$ cat config.mk
export PLATFORM = sky130hd
export DESIGN_NAME = msk_g4_encoder
export DESIGN_NICKNAME = d
export VERILOG_FILES = /design/src/rtl/msk_g4_encoder.sv
export SDC_FILE = /design/constraint.sdc
export NUM_CORES = 1
export LEC_CHECK = 0
export BUFFER_PORTS_ARGS = -buffer_cell sky130_fd_sc_hd__clkbuf_2
export CAP_MARGIN = 20
export CORE_AREA = 5 5 42 44
export CTS_CLUSTER_SIZE = 28
export DETAILED_ROUTE_END_ITERATION = 10
export DIE_AREA = 0 0 47 49
export PLACE_DENSITY = 0.73
export SYNTH_ARGS = -nofsm -noshare
export SYNTH_HDL_FRONTEND = slang
export SYNTH_SLANG_ARGS = --single-unit
$ cat constraint.sdc
create_clock -name clk -period 3.19 [get_ports clk]
set_clock_uncertainty 0.1 [all_clocks]
set_input_delay 0.319 -clock clk [delete_from_list [all_inputs] [get_ports clk]]
set_output_delay 0.319 -clock clk [all_outputs]
set_load 0.02 [all_outputs]
$ cat src/rtl/msk_g4_encoder.sv
// msk_g4_encoder: masks GF(4) operand pairs into d-share Boolean sharings, b one cycle ahead of a.
// Ports: clk/nrst (sync active-low), in_valid/in_ready/in_a/in_b operand handshake,
// rnd/rnd_valid/rnd_ready randomness handshake, out_b*/out_b_valid then out_a*/out_a_valid.
// Build option: MSK_ENC_CLEAR_EN zeroes each output sharing whenever its valid flag is low.
module msk_g4_encoder #(
  parameter int d = 2,
  localparam int RND_W = 4*(d-1)
) (
  input  logic             clk,
  input  logic             nrst,
  input  logic             in_valid,
  output logic             in_ready,
  input  logic [1:0]       in_a,
  input  logic [1:0]       in_b,
  input  logic [RND_W-1:0] rnd,
  input  logic             rnd_valid,
  output logic             rnd_ready,
  output logic [d-1:0]     out_a0,
  output logic [d-1:0]     out_a1,
  output logic [d-1:0]     out_b0,
  output logic [d-1:0]     out_b1,
  output logic             out_a_valid,
  output logic             out_b_valid
);
  typedef enum logic [1:0] {IDLE, B_OUT, A_OUT} state_t;
  state_t state, state_nx;
  logic acc, ld_a;
  logic [d-1:0] nb0, nb1, na0, na1, hold_a0, hold_a1;
  // Upper shares are the raw slice; share 0 absorbs the bit and the slice parity.
  function automatic logic [d-1:0] enc(input logic x, input logic [d-2:0] r);
    return {r, x ^ (^r)};
  endfunction
  assign nb0 = enc(in_b[0], rnd[0*(d-1) +: d-1]);
  assign nb1 = enc(in_b[1], rnd[1*(d-1) +: d-1]);
  assign na0 = enc(in_a[0], rnd[2*(d-1) +: d-1]);
  assign na1 = enc(in_a[1], rnd[3*(d-1) +: d-1]);
  assign ld_a = state == B_OUT;
  always_ff @(posedge clk)
    if (!nrst) state <= IDLE;
    else state <= state_nx;
  always_comb begin
    state_nx = IDLE;
    if (state == B_OUT) state_nx = A_OUT;
    else if (acc) state_nx = B_OUT;
  end
  always_comb begin
    in_ready = nrst & (state == IDLE | state == A_OUT);
    acc = in_valid & rnd_valid & in_ready;
    rnd_ready = acc;
    out_b_valid = state == B_OUT;
    out_a_valid = state == A_OUT;
  end
  always_ff @(posedge clk)
    if (!nrst) begin
      {hold_a0, hold_a1, out_a0, out_a1, out_b0, out_b1} <= '0;
    end else begin
      if (acc) {hold_a0, hold_a1} <= {na0, na1};
`ifdef MSK_ENC_CLEAR_EN
      {out_b0, out_b1} <= acc ? {nb0, nb1} : '0;
      {out_a0, out_a1} <= ld_a ? {hold_a0, hold_a1} : '0;
`else
      if (acc) {out_b0, out_b1} <= {nb0, nb1};
      if (ld_a) {out_a0, out_a1} <= {hold_a0, hold_a1};
`endif
    end
endmodule

# Word level (Yosys, flattened, before mapping)
# Index checks and enable logic that the tools add are counted.
[totals]
ff_bits = 14
wordCells = 23
input_bits = 12
output_inout_bits = 12
[op_classes]
bitwise = 9
eq_ne = 2
mux = 2
reduce_logical = 2
[ops]
columns = ["op", "n"]
rows = [
  ["$xor A1 B1 Y1", 4],
  ["$and A1 B1 Y1", 3],
  ["$eq A2 B1 Y1 const B", 1],
  ["$eq A2 B2 Y1 const B", 1],
  ["$logic_not A2 Y1", 1],
  ["$mux W2", 1],
  ["$reduce_or A2 Y1", 1],
  ["$mux W1", 1],
  ["$not A1 Y1", 1],
  ["$or A1 B1 Y1", 1],
]

# Longest topological paths before layout
# Gate-level depths: netlist of run 1.
[depth]
ltp_word = 6
ltp_mapped = 4

# Worst setup path before layout of run 1
# OpenSTA, ideal clock, no wires.
[synth_path]
path_kind = "input to output"
startpoint = "in nrst"
endpoint = "out in_ready"
required_ns = 2.771
n_path_buf = 1
cell_stages = 2
setup_slack_ns = 1.934
t_arrival_ns = 0.837
cell_sequence = "buf_2 > nor2b_1"
[synth_via]
elab_chain_cells = 1
[synth_lines]
columns = ["element", "line", "text"]
rows = [
  ["from (decl)", "10", "input logic nrst,"],
  ["$and A1 B1 Y1", "47", "in_ready = nrst & (state == IDLE | state == A_OUT);"],
  ["to (decl)", "12", "output logic in_ready,"],
]
# Every way passes these cells.

# Worst setup path in the final report of run 1
[layout_path]
startpoint = "reg state[0]"
endpoint = "out rnd_ready"
[layout_via]
elab_chain_cells = 4
elab_cells_between_ends = 5
cone_classes = "eq/ne (1); bitwise (3); reduce/logical (1)"
[layout_lines]
columns = ["element", "line", "text"]
rows = [
  ["from (decl)", "26", "state_t state, state_nx;"],
  ["from (signal assigned)", "40", "else state <= state_nx;"],
  ["$eq A2 B2 Y1 / $logic_not A2 Y1 (equally long branches)", "47", ""],
  ["$or A1 B1 Y1 *", "47", ""],
  ["$and A1 B1 Y1 *", "47", ""],
  ["$and A1 B1 Y1 *", "48", "acc = in_valid & rnd_valid & in_ready;"],
  ["to (decl)", "17", "output logic rnd_ready,"],
]
# Every way passes the cells marked *; elsewhere a longest branch is shown, timed or not.

==> flow_summary_export.csv, run 1 <==
group,metric,value,unit
die,core_area,1400,um^2
critical_path,worstSetupPathType,"reg2out",
synthesis,yosysWarnings,0,
critical_path,r2r_slack,2.03,ns
clock_network,cts.htree.levels,1,
clock_network,post_cts.repair.setup_buffers,0,
global_route,grt_usage,10.4,%
synthesis,synth_area,572,um^2
critical_path,cp_cell_sequence,"nand4b_4, inv_1, clkbuf_2",
global_route,grt_first_pass_wirelength,1790,um
synthesis,synth_nets,68,
detailed_routing,drtAntennaViolNets,0,
global_route,grt_max_degree,16,
power_and_ir_drop,p_per_area,491,nW/um^2
critical_path,path_buf_inv,2,
die,start_util,40.8,%
die,ios,24,
clock_network,cts_buffers,3,
detailed_routing,drt_pre_antenna_iters,4,
synthesis,syn_inst,56,
power_and_ir_drop,pwr-share-seq,52.7,%
critical_path,endpoint_kind,"output port",
synthesis,ys_ff_latch,14,
detailed_routing,drcViolationCount,0,
power_and_ir_drop,p_switching,0.0827,mW
synthesis,netlist-cell-type-count,15,
critical_path,r2r_end,"out_a1[1]",
clock_network,insertion_delay,0.27,ns
die,die_y,49,um
detailed_routing,drtIter0Drc,2,
detailed_routing,routed_wirelength,1020,um
synthesis,ys_seq_area_share,49.0,%
layout,stdcell_count,96,
timing,max-slew-margin-rel,81.1,%
global_route,grt-ovfl-total,0,
run_status,status,"finished, final reports clean",
power_and_ir_drop,clock_power_share,34.8,%
clock_network,cts_tree,"yes",
layout,most-common-layout-cells,"clkbuf_2 (23), dfxtp_1 (14), nand2_1 (8)",
critical_path,crit_fanout,14,
power_and_ir_drop,leakage,0.355,nW
power_and_ir_drop,ir_worst_vdd,0.000231,V
clock_network,ctsHoldBuffers,0,
power_and_ir_drop,p_comb_share,12.5,%
timing,tightest_slew,0.283,ns
place,io_buffer_count,23,
critical_path,crit_path_end,"rnd_ready",
die,num_rows,14,
die,dieArea,2300,um^2
layout,fillers,149,
critical_path,crit-reg2reg-launch,"state[0]",
critical_path,crit_path_top_delay_cell,"dfxtp_1",
place,place_inst,92,
timing,fmax,571,MHz
place,place.gp.congestion,0.734,
critical_path,crit_family,"buffers and inverters",
critical_path,required,2.77,ns
timing,rsz0062_at_grt,"false",
detailed_routing,vias,439,
critical_path,arrival,1.33,ns
timing,min_period,1.75,ns
critical_path,critical_path.max_stage_delay,0.34,ns
timing,post-route-period-util,54.9,%
clock_network,clk_pin_slew_worst_paths,0.08,ns
power_and_ir_drop,switching_share,23.4,%
critical_path,path_depth,3,
synthesis,syn_avg_cell_area,10.2,um^2
layout,nNetsFinal,93,
timing,maxSlewViolCount,0,
timing,finalHoldViolCount,0,
layout,drive_above_1_share,41.3,%
run,max_cap_viol_count,0,
global_route,grt_pass1_vias,442,
power_and_ir_drop,p_int,0.270,mW
timing,fin_setup_tns,0,ns
clock_network,clockBufferDepth,2,
timing,setup_viol,0,
layout,n_antenna_cell,0,
critical_path,cp-startpoint,"state[0]",
global_route,antenna_found_initial,0,
clock_network,postCtsResizedCells,0,
detailed_routing,post_drt_wl_per_cell,10.6,um
critical_path,start_kind,"register",
clock_network,cts.sinks,14,
min_path,min_path_type,"in2reg",
detailed_routing,routed_via_density,4.57,
die,fp.dieW,47,um
clock_network,cts-root-buf,"clkbuf_4",
layout,syn_to_final_growth,25.8,%
critical_path,ff2ff_path_depth,3,
layout,layout_commonest_cell,"clkbuf_2",
## tightest hold or removal path, cell delays in order
cell      delay [ns]
clkbuf_2        0.10
nand2_1         0.05
nand2_1         0.04
## registers in the layout, indices dropped and copies added, names as in the netlist
signal / count
out_b1: 2
hold_a0: 2
out_a0: 2
hold_a1: 2
out_b0: 2
state: 2
out_a1: 2
## how the worst min path moves through the flow
stage / startpoint / cells past startpoint / endpoint / slack (ns)
final: rnd[1] / 3 / out_b1[1] / 0.16
after global routing: rnd[1] / 3 / out_b1[1] / 0.15
after CTS: rnd[1] / 3 / out_b1[1] / 0.15
after detailed placement: out_b0[0] / 2 / out_b0[0] / 0.35
after global placement: hold_a0[1] / 2 / hold_a0[1] / 0.35
after floorplan: rnd[2] / 2 / hold_a0[1] / 0.32
## layout make-up
cell class	instances	area [um^2]	share of cell area (%)
inverters	2	7.51	1.04
flip-flops and latches	14	280	39.0
repair buffers	23	115	16.0
clock buffers	4	36.3	5.04
multi-input cells	37	260	36.2
well taps	16	20.0	2.78
## cell families after synthesis
logic type	count (synthesis)	share of synthesized area (%)
xor gates and xnor gates	4	6.13
and+or+nand+nor	25	26.3
muxes	4	7.00
DFF	14	49.0
buffers and inverters	5	5.47
AOI/OAI and AO/OA	4	6.13
## routing by layer
layer	global-route usage, %	wire length, um	vias up
li1	-	-	234
met1	15.8	500	186
met2	12.2	431	19
met3	2.58	87	0
met4	6.91	0	0
met5	0	0	-
## power by group through the flow
| stage | registers, mW | logic, mW | clock network, mW |
|---|---|---|---|
| 6_report | 0.186 | 0.0442 | 0.123 |
| 3_5_place_dp | 0.190 | 0.0447 | 0 |
| 2_1_floorplan | 0.194 | 0.0250 | 0 |
| 4_1_cts | 0.186 | 0.0448 | 0.127 |
| 3_3_place_gp | 0.190 | 0.0441 | 0 |
| 5_1_grt | 0.187 | 0.0485 | 0.136 |
## synth_stat cells
cell,instances,area [um^2]
nor2b_1,6,37.5
o21ai_2,4,35.0
buf_4,1,7.51
nand3_1,7,35.0
xnor2_1,4,35.0
nand4b_4,1,23.8
mux2i_1,4,40.0
and2b_1,1,7.51
nand2_1,8,30.0
buf_2,1,5.00
inv_1,2,7.51
buf_6,1,11.3
dfxtp_1,14,280
and2_1,1,6.26
nand3_2,1,10.0
## stage by stage
step / power, mW / setup slack (ns) / utilization [%] / cell area, um^2 / hold WS [ns]
floorplan: 0.219 / 1.93 / - / 572 / 0.318
global placement: 0.234 / 1.52 / 48.8 / 683 / 0.345
detailed placement: 0.235 / 1.49 / 48.8 / 683 / 0.351
CTS: 0.358 / 1.42 / 51.3 / 719 / 0.151
global route: 0.372 / 1.33 / 51.3 / 719 / 0.154
finish: 0.353 / 1.44 / 51.3 / 719 / 0.162
Power figures use the tool's default switching activity.
==> run 2: changes to the inputs <==
--- a/config.mk
+++ b/config.mk
@@ -7,11 +7,11 @@
 export LEC_CHECK = 0
 export BUFFER_PORTS_ARGS = -buffer_cell sky130_fd_sc_hd__clkbuf_2
 export CAP_MARGIN = 20
-export CORE_AREA = 5 5 42 44
+export CORE_MARGIN = 5
+export CORE_UTILIZATION = 44
 export CTS_CLUSTER_SIZE = 28
 export DETAILED_ROUTE_END_ITERATION = 10
-export DIE_AREA = 0 0 47 49
-export PLACE_DENSITY = 0.73
+export PLACE_DENSITY = 0.74
 export SYNTH_ARGS = -nofsm -noshare
 export SYNTH_HDL_FRONTEND = slang
 export SYNTH_SLANG_ARGS = --single-unit
==> constraint.sdc (replaced) <==
create_clock -name clk -period 1.83 [get_ports clk]
set_clock_uncertainty 0.1 [all_clocks]
set_input_delay 0.183 -clock clk [delete_from_list [all_inputs] [get_ports clk]]
set_output_delay 0.183 -clock clk [all_outputs]
set_load 0.02 [all_outputs]
==> run 2 against run 1 <==
Compared with the run above:
- sequential share of layout area decreased by 0.34 points
- via count decreased by 1.1%
- non-clock buffer count increased by 1
- power increased by 76%
- first-iteration DRC count unchanged
- critical endpoint is now out_b_valid
==> flow_summary_export.csv, run 2 (same netlist as run 1, synthesis figures left out) <==
group,metric,value,unit
run_status,status,"finished, final reports clean",
die,dieArea,2120,um^2
clock_network,cts.sinks,14,
layout,syn_to_final_growth,26.9,%
clock_network,postCtsResizedCells,0,
run,max_cap_viol_count,0,
layout,design_area,726,um^2
global_route,grt_pass1_vias,410,
global_route,use_met2,16.2,%
clock_network,post_cts.repair.setup_buffers,0,
power_and_ir_drop,switching_share,23.8,%
detailed_routing,vias,434,
power_and_ir_drop,leakage,0.359,nW
die,num_rows,13,
clock_network,cts_buffers,3,
clock_network,clk_pin_slew_worst_paths,0.08,ns
timing,fmax,683,MHz
critical_path,required,1.55,ns
global_route,grt_usage,11.8,%
timing,max-slew-margin-rel,81.1,%
clock_network,cts-root-buf,"clkbuf_4",
timing,min_period,1.46,ns
layout,fillers,113,
layout,final_core_util,57.2,%
global_route,grt-ovfl-total,0,
critical_path,crit_fanout,6,
timing,setup_ws,0.366,ns
detailed_routing,drtIter0Drc,2,
place,place_area,689,um^2
global_route,grt_max_degree,16,
detailed_routing,routed_wirelength,1020,um
critical_path,arrival,1.18,ns
power_and_ir_drop,p_int,0.473,mW
global_route,top_usage_layer,"met2",
place,place_ws,0.625,ns
die,core_area,1270,um^2
layout,most-common-layout-cells,"clkbuf_2 (23), dfxtp_1 (14), nand2_1 (8)",
timing,fin_hold_ws,0.0178,ns
timing,rsz0062_at_grt,"false",
clock_network,insertion_delay,0.28,ns
detailed_routing,drtAntennaViolNets,0,
timing,tightest_slew,0.284,ns
global_route,grt_use_met1,13.7,%
layout,n_antenna_cell,0,
power_and_ir_drop,pwr-share-seq,52.3,%
layout,drive_above_1_share,42.0,%
power_and_ir_drop,total_power,0.620,mW
clock_network,cts_tree,"yes",
global_route,antenna_found_initial,0,
global_route,grtUsageMet3,5.08,%
critical_path,worstSetupPathType,"reg2out",
timing,setup_viol,0,
die,start_util,45.1,%
detailed_routing,drcViolationCount,0,
die,ios,24,
layout,nNetsFinal,94,
timing,post-route-period-util,80.0,%
power_and_ir_drop,ir_worst_vdd,0.000452,V
power_and_ir_drop,p_comb_share,12.5,%
power_and_ir_drop,p_switching,0.147,mW
place,place.gp.congestion,0.702,
place,io_buffer_count,23,
place,place_inst,92,
timing,fin_setup_tns,0,ns
min_path,min_path_type,"in2reg",
power_and_ir_drop,clock_power_share,35.2,%
timing,maxSlewViolCount,0,
clock_network,cts.htree.levels,1,
layout,stdcell_count,96,
clock_network,clockBufferDepth,2,
detailed_routing,post_drt_wl_per_cell,10.6,um
detailed_routing,routed_via_density,4.52,
detailed_routing,drt_pre_antenna_iters,2,
timing,finalHoldViolCount,0,
critical_path,start_kind,"register",
global_route,grt_first_pass_wirelength,1670,um
clock_network,ctsHoldBuffers,0,
die,fp.dieW,46.1,um
layout,layout_commonest_cell,"clkbuf_2",
die,die_y,46.1,um
critical_path,endpoint_kind,"output port",
power_and_ir_drop,p_per_area,854,nW/um^2
==> run 2: cell types whose count changed in the layout (fill, tap and decap cells not counted) <==
| cell | delta |
|---|---|
| buf_4 | +1 |
==> run 2: cell type report <==
class | instances | area, um^2 | share of cell area [%]
inverter | 2 | 7.51 | 1.03
timing repair buffer | 24 | 123 | 16.9
multi-input combinational | 37 | 260 | 35.9
sequential | 14 | 280 | 38.6
tap | 15 | 18.8 | 2.59
clock buffer | 4 | 36.3 | 5.00
==> run 2: power groups by stage <==
stage	Combinational, mW	Clock (mW)	Sequential, mW
floorplan	0.0436	0	0.338
detailed placement	0.0792	0	0.332
finish	0.0777	0.218	0.324
global route	0.0857	0.239	0.326
global placement	0.0783	0	0.331
CTS	0.0793	0.225	0.325
==> run 2: critical path, stage by stage (launching register included) <==
cell and delay [ns]:
dfxtp_1 0.38, and2b_1 0.30, clkbuf_2 0.22
==> run 2: worst paths after layout <==
path / end / slack, ns / cells past startpoint / start
min reg2reg: out_b0[0] / 0.36 / 2 / out_b0[0]
max reg2reg: out_a1[0] / 0.67 / 3 / state[0]
min: out_b0[1] / 0.02 / 3 / rnd[0]
max: out_b_valid / 0.37 / 2 / state[0]
==> run 2: routing by layer <==
| metal | wire, um | up-vias |
|---|---|---|
| li1 | - | 231 |
| met1 | 420 | 182 |
| met2 | 457 | 19 |
| met3 | 127 | 2 |
| met4 | 16 | 0 |
| met5 | 0 | - |
==> run 3: changes to the inputs <==
--- a/config.mk
+++ b/config.mk
@@ -5,13 +5,14 @@
 export SDC_FILE = /design/constraint.sdc
 export NUM_CORES = 1
 export LEC_CHECK = 0
+export ABC_AREA = 1
 export BUFFER_PORTS_ARGS = -buffer_cell sky130_fd_sc_hd__clkbuf_2
 export CAP_MARGIN = 20
 export CORE_MARGIN = 5
-export CORE_UTILIZATION = 44
+export CORE_UTILIZATION = 40
 export CTS_CLUSTER_SIZE = 28
 export DETAILED_ROUTE_END_ITERATION = 10
-export PLACE_DENSITY = 0.74
+export PLACE_DENSITY = 0.7
 export SYNTH_ARGS = -nofsm -noshare
 export SYNTH_HDL_FRONTEND = slang
 export SYNTH_SLANG_ARGS = --single-unit
==> constraint.sdc (replaced) <==
create_clock -name clk -period 1.2 [get_ports clk]
set_clock_uncertainty 0.1 [all_clocks]
set_input_delay 0.12 -clock clk [delete_from_list [all_inputs] [get_ports clk]]
set_output_delay 0.12 -clock clk [all_outputs]
set_load 0.02 [all_outputs]
==> run 3 against run 2 <==
Compared with the run above:
- the flow now finishes with violations (negative setup slack)
- clock power is 15% higher
- power increased by 49%
- first-iteration DRC count up 50%
- hold slack better by 0.013 ns
- combinational power is 130% higher
- wire length grew 23%
- utilization up 0.96 points
- sequential share of layout area shrank 5.4 points
- synthesized cell count grew 54%
- flip-flop and latch count is the same
- critical endpoint is now rnd_ready
- largest power group unchanged
==> flow_summary_export.csv, run 3 <==
group,metric,value,unit
clock_network,clockBufferDepth,2,
synthesis,yosys-top-cells-area,"dfxtp_1 (46%), nand2_1 (18%), inv_1 (7.4%), nor2_1 (6.8%), o21ai_2 (4.3%)",
critical_path,arrival,0.98,ns
synthesis,synth-edff-count,0,
power_and_ir_drop,p_int,0.682,mW
timing,min_period,1.20,ns
global_route,grt-ovfl-total,0,
clock_network,cts-root-buf,"clkbuf_4",
die,ios,24,
timing,fin_hold_ws,0.0311,ns
power_and_ir_drop,p_comb_share,18.8,%
global_route,antenna_found_initial,0,
detailed_routing,post_drt_wl_per_cell,9.22,um
place,dp_hpwl,956,um
detailed_routing,routed_via_density,4.42,
run,max_cap_viol_count,0,
layout,nNetsFinal,134,
global_route,grt_pass1_vias,524,
layout,syn_to_final_growth,40.2,%
timing,setup_viol,1,
layout,most-common-layout-cells,"nand2_1 (29), clkbuf_2 (21), dfxtp_1 (13)",
timing,tightest_slew,0.165,ns
die,die_y,49.1,um
critical_path,crit_fanout,4,
timing,rsz0062_at_grt,"true",
synthesis,ys_ff_latch,14,
timing,fmax,833,MHz
place,place_inst,125,
synthesis,syn_inst,86,
run_status,status,"complete, but fails checks",
detailed_routing,drtAntennaViolNets,0,
synthesis,ys_seq_area_share,45.9,%
timing,setup_ws,-0.000305,ns
global_route,grt_max_degree,9,
power_and_ir_drop,pwr-share-seq,54.2,%
critical_path,endpoint_kind,"output port",
place,place.gp.congestion,0.697,
place,io_buffer_count,23,
critical_path,crit_path_top_delay_cell,"dfxtp_4",
power_and_ir_drop,ir_worst_vdd,0.000598,V
detailed_routing,routed_wirelength,1250,um
power_and_ir_drop,p_per_area,1080,nW/um^2
die,start_util,41.5,%
clock_network,cts.htree.levels,1,
layout,regArea,284,um^2
synthesis,synth_area,611,um^2
synthesis,netlist-cell-type-count,14,
power_and_ir_drop,switching_share,26.4,%
power_and_ir_drop,clock_power_share,27.0,%
die,core_area,1470,um^2
timing,post-route-period-util,100,%
synthesis,synth.top_cell.area_share,45.9,%
power_and_ir_drop,p_switching,0.245,mW
layout,n_antenna_cell,0,
clock_network,insertion_delay,0.27,ns
critical_path,required,0.98,ns
synthesis,synth_nets,98,
clock_network,cts_tree,"yes",
clock_network,clk_pin_slew_worst_paths,0.08,ns
layout,drive_above_1_share,37.5,%
min_path,min_path_type,"in2reg",
detailed_routing,drcViolationCount,0,
synthesis,yosysWarnings,0,
synthesis,syn_avg_cell_area,7.10,um^2
layout,multi_input_area,268,um^2
detailed_routing,drtIter0Drc,3,
detailed_routing,vias,601,
synthesis,yosysTopAreaCell,"dfxtp_1",
layout,stdcell_count,136,
die,fp.dieW,49.1,um
critical_path,critical_path.max_stage_delay,0.36,ns
layout,layout_commonest_cell,"nand2_1",
power_and_ir_drop,leakage,0.480,nW
synthesis,synth_common_cells,"nand2_1 (30), dfxtp_1 (14), inv_1 (12)",
clock_network,cts_buffers,3,
die,dieArea,2410,um^2
critical_path,cp_cell_sequence,"inv_2, nand2_2, nor2_4, buf_8",
detailed_routing,drt_pre_antenna_iters,4,
timing,maxSlewViolCount,0,
synthesis,synthFlopType,"dfxtp_1",
timing,finalHoldViolCount,0,
timing,max-slew-margin-rel,89.0,%
synthesis,synth_most_common_cell,"nand2_1",
critical_path,worstSetupPathType,"reg2out",
synthesis,async_flop_share,0,%
critical_path,start_kind,"register",
layout,fillers,157,
clock_network,cts.sinks,14,
global_route,grt_usage,11.2,%
global_route,grt_first_pass_wirelength,2180,um
power_and_ir_drop,total_power,0.926,mW
run_status,violations,"negative setup slack",
die,num_rows,14,
## run 3: metal layers
layer,vias up,wire length (um),share of wire [%],GRT usage (%)
li1,323,-,-,-
met1,255,554,44,13.4
met2,21,592,47,18.2
met3,2,95,7.6,3.98
met4,0,10,0.80,4.04
met5,-,0,0,0
## run 3: area by class of cell
cell class | instances | share of cell area, %
inverter | 13 | 5.70
timing repair buffer | 33 | 24.9
multi-input combinational | 57 | 31.3
sequential | 14 | 33.2
clock buffer | 3 | 2.63
tap | 16 | 2.34
## run 3: logic make-up after synthesis
group	after synthesis	share of synthesized area, %
XOR/XNOR	2	2.87
flip-flops	14	45.9
AO/OA/AOI/OAI	8	8.40
AND/OR/NAND/NOR	47	32.2
buffers and inverters	15	10.7
## run 3: repair_timing
action,CTS,global route
hold buffers,4,0
hold endpoints to repair,4,0
setup buffers,1,3
resized for setup,6,3
pin swaps,1,2
endpoints found under the setup margin,2,5
## run 3: final timing paths
kind / end / startpoint / cells past startpoint / slack, ns
worst min register to register: hold_a1[1] / hold_a1[1] / 2 / 0.38
worst min-delay path: hold_a1[0] / in_a[1] / 4 / 0.03
worst max-delay path: rnd_ready / state[0] / 4 / -0.0003
worst max register to register: out_b1[1] / state[0] / 7 / 0.02
## run 3: power by group through the flow
stage / sequential, mW / clock [mW] / combinational [mW]
after floorplan: 0.531 / 0 / 0.0785
after global placement: 0.513 / 0 / 0.150
after detailed placement: 0.514 / 0 / 0.154
after CTS: 0.504 / 0.261 / 0.169
after global routing: 0.506 / 0.285 / 0.195
final: 0.502 / 0.250 / 0.175
## run 3: stage by stage
| step | instance area [um^2] | setup slack (ns) | util [%] | TNS (ns) |
|---|---|---|---|---|
| 2_1_floorplan | 611 | 0.175 | - | 0 |
| 3_3_place_gp | 744 | 0.109 | 50.6 | 0 |
| 3_5_place_dp | 744 | 0.0599 | 50.6 | 0 |
| 4_1_cts | 830 | -0.0488 | 56.4 | -0.0936 |
| 5_1_grt | 856 | -0.0508 | 58.2 | -0.152 |
| 6_report | 856 | -0.000305 | 58.2 | -0.000305 |
## run 3: worst max-delay path, delay by kind of cell (launching register included)
family,cells,cell delay (ns)
DFF,1,0.36
buffers and inverters,2,0.17
and+or+nand+nor,2,0.18
